==> src/rtl/gb_timer_pkg.sv <==
// Shared constants and types for the DMG timer block: IO addresses, TAC tap
// selection and the TIMA overflow/reload sequence states.
package gb_timer_pkg;

  localparam logic [15:0] ADDR_DIV  = 16'hFF04;
  localparam logic [15:0] ADDR_TIMA = 16'hFF05;
  localparam logic [15:0] ADDR_TMA  = 16'hFF06;
  localparam logic [15:0] ADDR_TAC  = 16'hFF07;
  localparam logic [15:0] ADDR_IF   = 16'hFF0F;

  // Register offsets relative to the block base address.
  typedef enum logic [1:0] {
    OFF_DIV  = 2'd0,
    OFF_TIMA = 2'd1,
    OFF_TMA  = 2'd2,
    OFF_TAC  = 2'd3
  } reg_off_t;

  // TAC[1:0]: which sys_cnt bit clocks TIMA.
  typedef enum logic [1:0] {
    TAC_BIT9 = 2'b00,
    TAC_BIT3 = 2'b01,
    TAC_BIT5 = 2'b10,
    TAC_BIT7 = 2'b11
  } tac_sel_t;

  typedef enum logic [1:0] {
    IDLE   = 2'd0,
    OVF    = 2'd1,
    RELOAD = 2'd2
  } timer_state_t;

  function automatic logic [3:0] tap_index(input tac_sel_t sel);
    case (sel)
      TAC_BIT9: return 4'd9;
      TAC_BIT3: return 4'd3;
      TAC_BIT5: return 4'd5;
      default:  return 4'd7;
    endcase
  endfunction

  // Unused TAC bits always read back as ones.
  function automatic logic [7:0] tac_read(input logic [2:0] tac);
    return {5'b11111, tac};
  endfunction

endpackage

==> src/rtl/gb_timer_if.sv <==
// CPU-side bus bundle for the timer: address/write-data/strobe in, read data,
// decode hit and interrupt pulse out.
interface gb_timer_if;
  logic [15:0] addr;
  logic [7:0]  wdata;
  logic        write;
  logic [7:0]  rdata;
  logic        hit;
  logic        irq;

  modport master (output addr, wdata, write, input rdata, hit, irq);
  modport slave  (input addr, wdata, write, output rdata, hit, irq);
endinterface

==> src/rtl/gb_timer.sv <==
// DMG timer: free-running divider (DIV), programmable counter (TIMA) with a
// one-cycle delayed TMA reload, and a one-clk interrupt pulse on reload.
module gb_timer
  import gb_timer_pkg::*;
#(
  parameter int          CNT_STEP  = 4,
  parameter logic [15:0] BASE_ADDR = ADDR_DIV
) (
  input  logic   clk,
  input  logic   rst,
  gb_timer_if.slave bus
);

  localparam logic [15:0] STEP = 16'(CNT_STEP);

  logic [15:0]  sys_cnt, sys_cnt_next;
  logic [7:0]   tima, tima_next;
  logic [7:0]   tma, tma_next;
  logic [2:0]   tac, tac_next;
  logic         tick_prev;
  timer_state_t state, state_next;

  logic [15:0]  offset;
  logic         hit;
  reg_off_t     sel;
  logic         wr_div, wr_tima, wr_tma, wr_tac;
  logic         tick_now, inc;
  logic [7:0]   tima_inc;
  logic         tima_wrap;

  // Address decode and write strobes.
  // NOTE: every signal driven from always_comb gets a default first so no
  // path leaves it unassigned and no latch is inferred.
  always_comb begin
    offset  = bus.addr - BASE_ADDR;
    hit     = (offset[15:2] == 14'd0);
    sel     = reg_off_t'(offset[1:0]);
    wr_div  = 1'b0;
    wr_tima = 1'b0;
    wr_tma  = 1'b0;
    wr_tac  = 1'b0;
    if (bus.write && hit) begin
      case (sel)
        OFF_DIV:  wr_div  = 1'b1;
        OFF_TIMA: wr_tima = 1'b1;
        OFF_TMA:  wr_tma  = 1'b1;
        default:  wr_tac  = 1'b1;
      endcase
    end
  end

  // Falling edge of (selected bit & enable); glitches from DIV writes or TAC
  // changes are deliberately counted, as on the original silicon.
  assign tick_now  = sys_cnt[tap_index(tac_sel_t'(tac[1:0]))] & tac[2];
  assign inc       = tick_prev & ~tick_now;
  assign tima_inc  = tima + 8'd1;
  assign tima_wrap = inc && (tima == 8'hFF);

  always_comb begin
    sys_cnt_next = wr_div ? 16'd0 : sys_cnt + STEP;
    tac_next     = wr_tac ? bus.wdata[2:0] : tac;
    tma_next     = wr_tma ? bus.wdata : tma;
    tima_next    = tima;
    state_next   = state;
    case (state)
      IDLE: begin
        if (wr_tima) begin
          tima_next = bus.wdata;
        end else if (inc) begin
          tima_next = tima_inc;
          if (tima_wrap) state_next = OVF;
        end
      end
      OVF: begin
        // A CPU write to TIMA here cancels the pending reload and irq.
        if (wr_tima) begin
          tima_next  = bus.wdata;
          state_next = IDLE;
        end else begin
          tima_next  = tma_next;
          state_next = RELOAD;
        end
      end
      RELOAD: begin
        // TIMA writes are dropped; a TMA write lands in TIMA too.
        state_next = IDLE;
        if (wr_tma) begin
          tima_next = bus.wdata;
        end else if (inc) begin
          tima_next = tima_inc;
          if (tima_wrap) state_next = OVF;
        end
      end
      default: state_next = IDLE;
    endcase
  end

  // NOTE: sequential state uses non-blocking assignments so every register
  // samples the pre-edge values computed above.
  always_ff @(posedge clk or posedge rst) begin
    if (rst) begin
      sys_cnt   <= 16'd0;
      tima      <= 8'd0;
      tma       <= 8'd0;
      tac       <= 3'd0;
      tick_prev <= 1'b0;
      state     <= IDLE;
    end else begin
      sys_cnt   <= sys_cnt_next;
      tima      <= tima_next;
      tma       <= tma_next;
      tac       <= tac_next;
      tick_prev <= tick_now;
      state     <= state_next;
    end
  end

  always_comb begin
    bus.rdata = 8'hFF;
    if (hit) begin
      case (sel)
        OFF_DIV:  bus.rdata = sys_cnt[15:8];
        OFF_TIMA: bus.rdata = tima;
        OFF_TMA:  bus.rdata = tma;
        default:  bus.rdata = tac_read(tac);
      endcase
    end
  end

  assign bus.hit = hit;
  assign bus.irq = (state == RELOAD);

endmodule

==> src/flat_wrapper.sv <==
// flat-port wrapper written by rule: the top's interface ports become plain ports
module gb_timer_flat import gb_timer_pkg::*;
#(
  parameter int          CNT_STEP  = 4,
  parameter logic [15:0] BASE_ADDR = ADDR_DIV
)
  (clk, rst, bus_addr, bus_wdata, bus_write, bus_rdata, bus_hit, bus_irq);
  gb_timer_if bus_i ();
  input  logic clk;
  input  logic rst;
  input wire logic [$bits(bus_i.addr)-1:0] bus_addr;
  input wire logic [$bits(bus_i.wdata)-1:0] bus_wdata;
  input wire logic [$bits(bus_i.write)-1:0] bus_write;
  output wire logic [$bits(bus_i.rdata)-1:0] bus_rdata;
  output wire logic [$bits(bus_i.hit)-1:0] bus_hit;
  output wire logic [$bits(bus_i.irq)-1:0] bus_irq;
  assign bus_i.addr = bus_addr;
  assign bus_i.wdata = bus_wdata;
  assign bus_i.write = bus_write;
  assign bus_rdata = bus_i.rdata;
  assign bus_hit = bus_i.hit;
  assign bus_irq = bus_i.irq;
  gb_timer #(.CNT_STEP(CNT_STEP), .BASE_ADDR(BASE_ADDR)) u_core (.clk(clk), .rst(rst), .bus(bus_i));
endmodule
==> config.mk <==
export PLATFORM = sky130hd
export DESIGN_NAME = gb_timer_flat
export DESIGN_NICKNAME = d
export VERILOG_FILES = /design/src/rtl/gb_timer_pkg.sv /design/src/rtl/gb_timer_if.sv /design/src/rtl/gb_timer.sv /design/src/flat_wrapper.sv
export SDC_FILE = /design/constraint.sdc
export NUM_CORES = 1
export LEC_CHECK = 0
export CORE_ASPECT_RATIO = 1.4
export CORE_MARGIN = 3
export CORE_UTILIZATION = 54
export CTS_CLUSTER_SIZE = 20
export DETAILED_ROUTE_END_ITERATION = 16
export PLACE_DENSITY = 0.8
export SLEW_MARGIN = 20
export SYNTH_ARGS = -nofsm -noshare
export SYNTH_HDL_FRONTEND = slang
export SYNTH_SLANG_ARGS = --single-unit
==> constraint.sdc <==
create_clock -name clk -period 2.8 [get_ports clk]
set_clock_uncertainty 0.15 [all_clocks]
set_input_delay 0.42 -clock clk [delete_from_list [all_inputs] [get_ports clk]]
set_output_delay 0.42 -clock clk [all_outputs]
set_load 0.03 [all_outputs]
==> impl_metrics.sql <==
INSERT INTO impl_metrics (metric_group, metric, value, unit) VALUES
('outcome', 'status', 'complete, no violations', ''),
('synthesis', 'synthesis.yosys.warnings', '0', ''),
('sta', 'period_needed', '2.74', 'ns'),
('worst_setup_path', 'crit_path_cell_trace', 'dlygate4sd2_1 > or4b_1 > or4_4 > clkinv_8 > buf_4 > nand2_1 > buf_2', ''),
('global_routing', 'antenna_found_initial', '0', ''),
('synthesis', 'synth_seq_cells', '36', ''),
('worst_setup_path', 'worst-path-buf-inv', '4', ''),
('clock_network', 'clock_tree.htree_level_count', '2', ''),
('placement', 'placement.io_buffers', '36', ''),
('sta', 'slew_at_the_pin_with_the_worst_max_slew_slack', '0.640', 'ns'),
('worst_setup_path', 'slowest_delay', '0.61', 'ns'),
('die', 'chipWidth', '63.1', 'um'),
('sta', 'setup-tns-final', '0', 'ns'),
('global_routing', 'globalRouteTotalUtil', '25.9', '%'),
('worst_setup_path', 'worst-endpoint-arrival', '2.17', 'ns'),
('power_and_ir_drop', 'vdd_drop_max', '0.246', 'mV'),
('die', 'coreArea', '4310', 'um2'),
('synthesis', 'postSynth.topFlopCell', 'dfrtp_1', ''),
('die', 'initial_utilization', '57.1', '%'),
('sta', 'maxSlewHeadroom', '57.3', '%'),
('die', 'die_y', '85.9', 'um'),
('global_routing', 'first_global_vias', '2326', ''),
('synthesis', 'yosys.area_share.adder', '3.56', '%'),
('sta', 'fmax', '365', 'MHz'),
('clock_network', 'cts-buffers-inserted', '5', ''),
('clock_network', 'clk_latency', '0.30', 'ns'),
('clock_network', 'ctsRootBufferMaster', 'clkbuf_8', ''),
('power_and_ir_drop', 'post_layout_total_power', '1120', 'uW'),
('clock_network', 'cts_sinks', '36', ''),
('synthesis', 'post_synth.cell_area_avg', '9.39', 'um2'),
('die', 'core.rowCount', '28', ''),
('sta', 'unrepaired_setup_endpoints_after_global_routing', 'false', ''),
('placement', 'gp_congestion', '0.870', ''),
('synthesis', 'synth_xor_xnor_area_share', '5.69', '%'),
('drt', 'drt-total-wl', '6.54', 'mm'),
('drt', 'postRouteAntennaNets', '0', ''),
('clock_network', 'cts_tree', 'done', ''),
('drt', 'initialDrtViolationCount', '141', ''),
('sta', 'timing_hold_violations_final', '0', ''),
('worst_setup_path', 'path_delay_family', 'simple AND/OR/NAND/NOR gates', ''),
('synthesis', 'synth_enable_flop_cells', '0', ''),
('placement', 'pre_cts_slack', '-0.515', 'ns'),
('drt', 'routed_via_density', '6.18', ''),
('sta', 'holdWs', '0.347', 'ns'),
('drt', 'drtPass1Iterations', '4', ''),
('die', 'die-area', '5420', 'um2'),
('synthesis', 'synth_top_family_by_area', 'simple AND/OR/NAND/NOR gates', ''),
('power_and_ir_drop', 'static-leakage-power', '0.00141', 'uW'),
('worst_setup_path', 'path_class', 'in2out', ''),
('global_routing', 'grt_first_pass_wirelength', '11.0', 'mm'),
('synthesis', 'synth_simple_gate_area_share', '22.3', '%'),
('cells_and_area', 'insertedDiodeCount', '0', ''),
('drt', 'routedWlPerCell', '17.4', 'um'),
('clock_network', 'clock_tree.buffer_depth', '2', ''),
('power_and_ir_drop', 'power_density', '352', 'nW/um2'),
('worst_setup_path', 'worst_path_max_delay_cell', 'or4_4', ''),
('cells_and_area', 'drive_above_1_share', '25.1', '%'),
('synthesis', 'synthArstFlopShare', '100', '%'),
('clock_network', 'cts.reportedPaths.clkPinSlew', '0.08', 'ns'),
('job', 'maxCapViolCount', '0', ''),
('die', 'floorplan.io_pins', '37', ''),
('cells_and_area', 'syn2layout_area_growth', '29.1', '%'),
('drt', 'dr_total_vias', '2318', ''),
('sta', 'final.period_utilization', '97.8', '%'),
('hold_path', 'worst_hold_class', 'reg2reg', ''),
('global_routing', 'grt_start_max_net_pins', '37', ''),
('synthesis', 'seq_area_frac_synth', '36.6', '%'),
('worst_setup_path', 'cp_max_fo', '6', ''),
('drt', 'drcViolationCount', '0', ''),
('sta', 'final_critical_path_setup_slack', '0.0605', 'ns'),
('cells_and_area', 'nets', '348', '');
==> cell families (layout without fill, tap and decap cells) <==
family                     Yosys count  count (layout)
AOI/OAI and AO/OA                   47              47
buffers and inverters               21              74
xor gates and xnor gates            16              16
adders and majority gates            7               7
and+or+nand+nor                    104             104
DFF                                 36              36
muxes                               31              31
==> metal layers <==
metal / GRT usage, % / wire [um] / up-vias
li1: - / - / 1064
met1: 30.9 / 2580 / 1127
met2: 45.2 / 3380 / 107
met3: 4.33 / 384 / 20
met4: 11.6 / 195 / 0
met5: 0 / 0 / -
==> layout by cell type, fill, tap and decap left out, types with 9 or more instances in the layout <==
cell type / n
xor2_1: 10
o21ai_0: 9
nand3_1: 15
nor2_1: 22
buf_4: 13
dfrtp_1: 36
nand2_1: 23
mux2_2: 23
clkdlybuf4s50_1: 23
==> cells in the mapped netlist, types with 2 or more instances <==
master     n  area share [%]
ha_1       7             3.6
nand2b_1   9             2.3
o211ai_1   3            0.92
a31oi_1    5             1.3
nand4_1    6             1.5
inv_1      8             1.2
a221oi_1   6             2.1
xnor2_1    6             2.1
and4_1     2            0.71
o22ai_1    6             1.5
xor2_1    10             3.6
and3_1     3            0.76
nor2b_1    4             1.0
mux2_2    24              11
buf_1      3            0.46
mux4_2     3             2.7
or2_2      2            0.51
nand4b_1   4             1.4
or3_1      3            0.76
nor3_1     5             1.0
dfrtp_1   36              37
a21o_1     2            0.61
nand3_1   16             3.3
clkbuf_1   8             1.2
nand2_1   23             3.5
mux2i_1    3             1.2
nor2_1    22             3.4
o221ai_1   2            0.71
a21oi_1    6             1.2
o21ai_0    9             1.8
==> flip-flops by register name, summed over array words and instances (netlist names) <==
register	count
u_core.state	2
u_core.tick_prev	1
u_core.tac	3
u_core.tima	8
u_core.tma	8
u_core.sys_cnt	14
==> area by class of cell <==
| cell class | instances | area, um2 |
|---|---|---|
| multi-input cells | 205 | 1540 |
| well taps | 60 | 75.1 |
| clock buffers | 5 | 68.8 |
| repair inverters | 1 | 8.76 |
| repair buffers | 56 | 494 |
| fillers | 312 | 1130 |
| clock inverters | 3 | 42.5 |
| inverters | 9 | 46.3 |
| flip-flops and latches | 36 | 901 |
==> stage by stage <==
stage               std cells  area, um2
floorplan                 262       2460
global placement          360       2950
detailed placement        360       2950
CTS                       373       3120
global route              375       3180
finish                    375       3180
==> report_power, final <==
group,switching [uW],internal (uW),leakage [uW],total [uW]
registers,17.1,534,0.000484,551
logic,46.9,55.8,0.000870,103
clock network,200,264,0.0000541,464
total,264,854,0.00141,1120
==> worst paths after layout <==
path	cells past startpoint	slack [ns]	from	end
worst max register to register	6	0.38	u_core.tac[1]	u_core.tima[7]
worst max-delay path	7	0.06	bus_addr[3]	bus_rdata[4]
worst min-delay path	1	0.35	u_core.sys_cnt[2]	u_core.sys_cnt[2]
min in group asynchronous	3	0.39	rst	u_core.sys_cnt[5]
worst min register to register	1	0.35	u_core.sys_cnt[2]	u_core.sys_cnt[2]
max in group asynchronous	3	1.77	rst	u_core.state[0]
==> timing repair <==
item,in CTS,in global routing
gates resized for setup,59,11
setup endpoints to repair,22,2
pin swaps,7,3
setup buffers,2,2
hold endpoints to repair,0,0
cloned,3,0
Power figures use the tool's default switching activity.
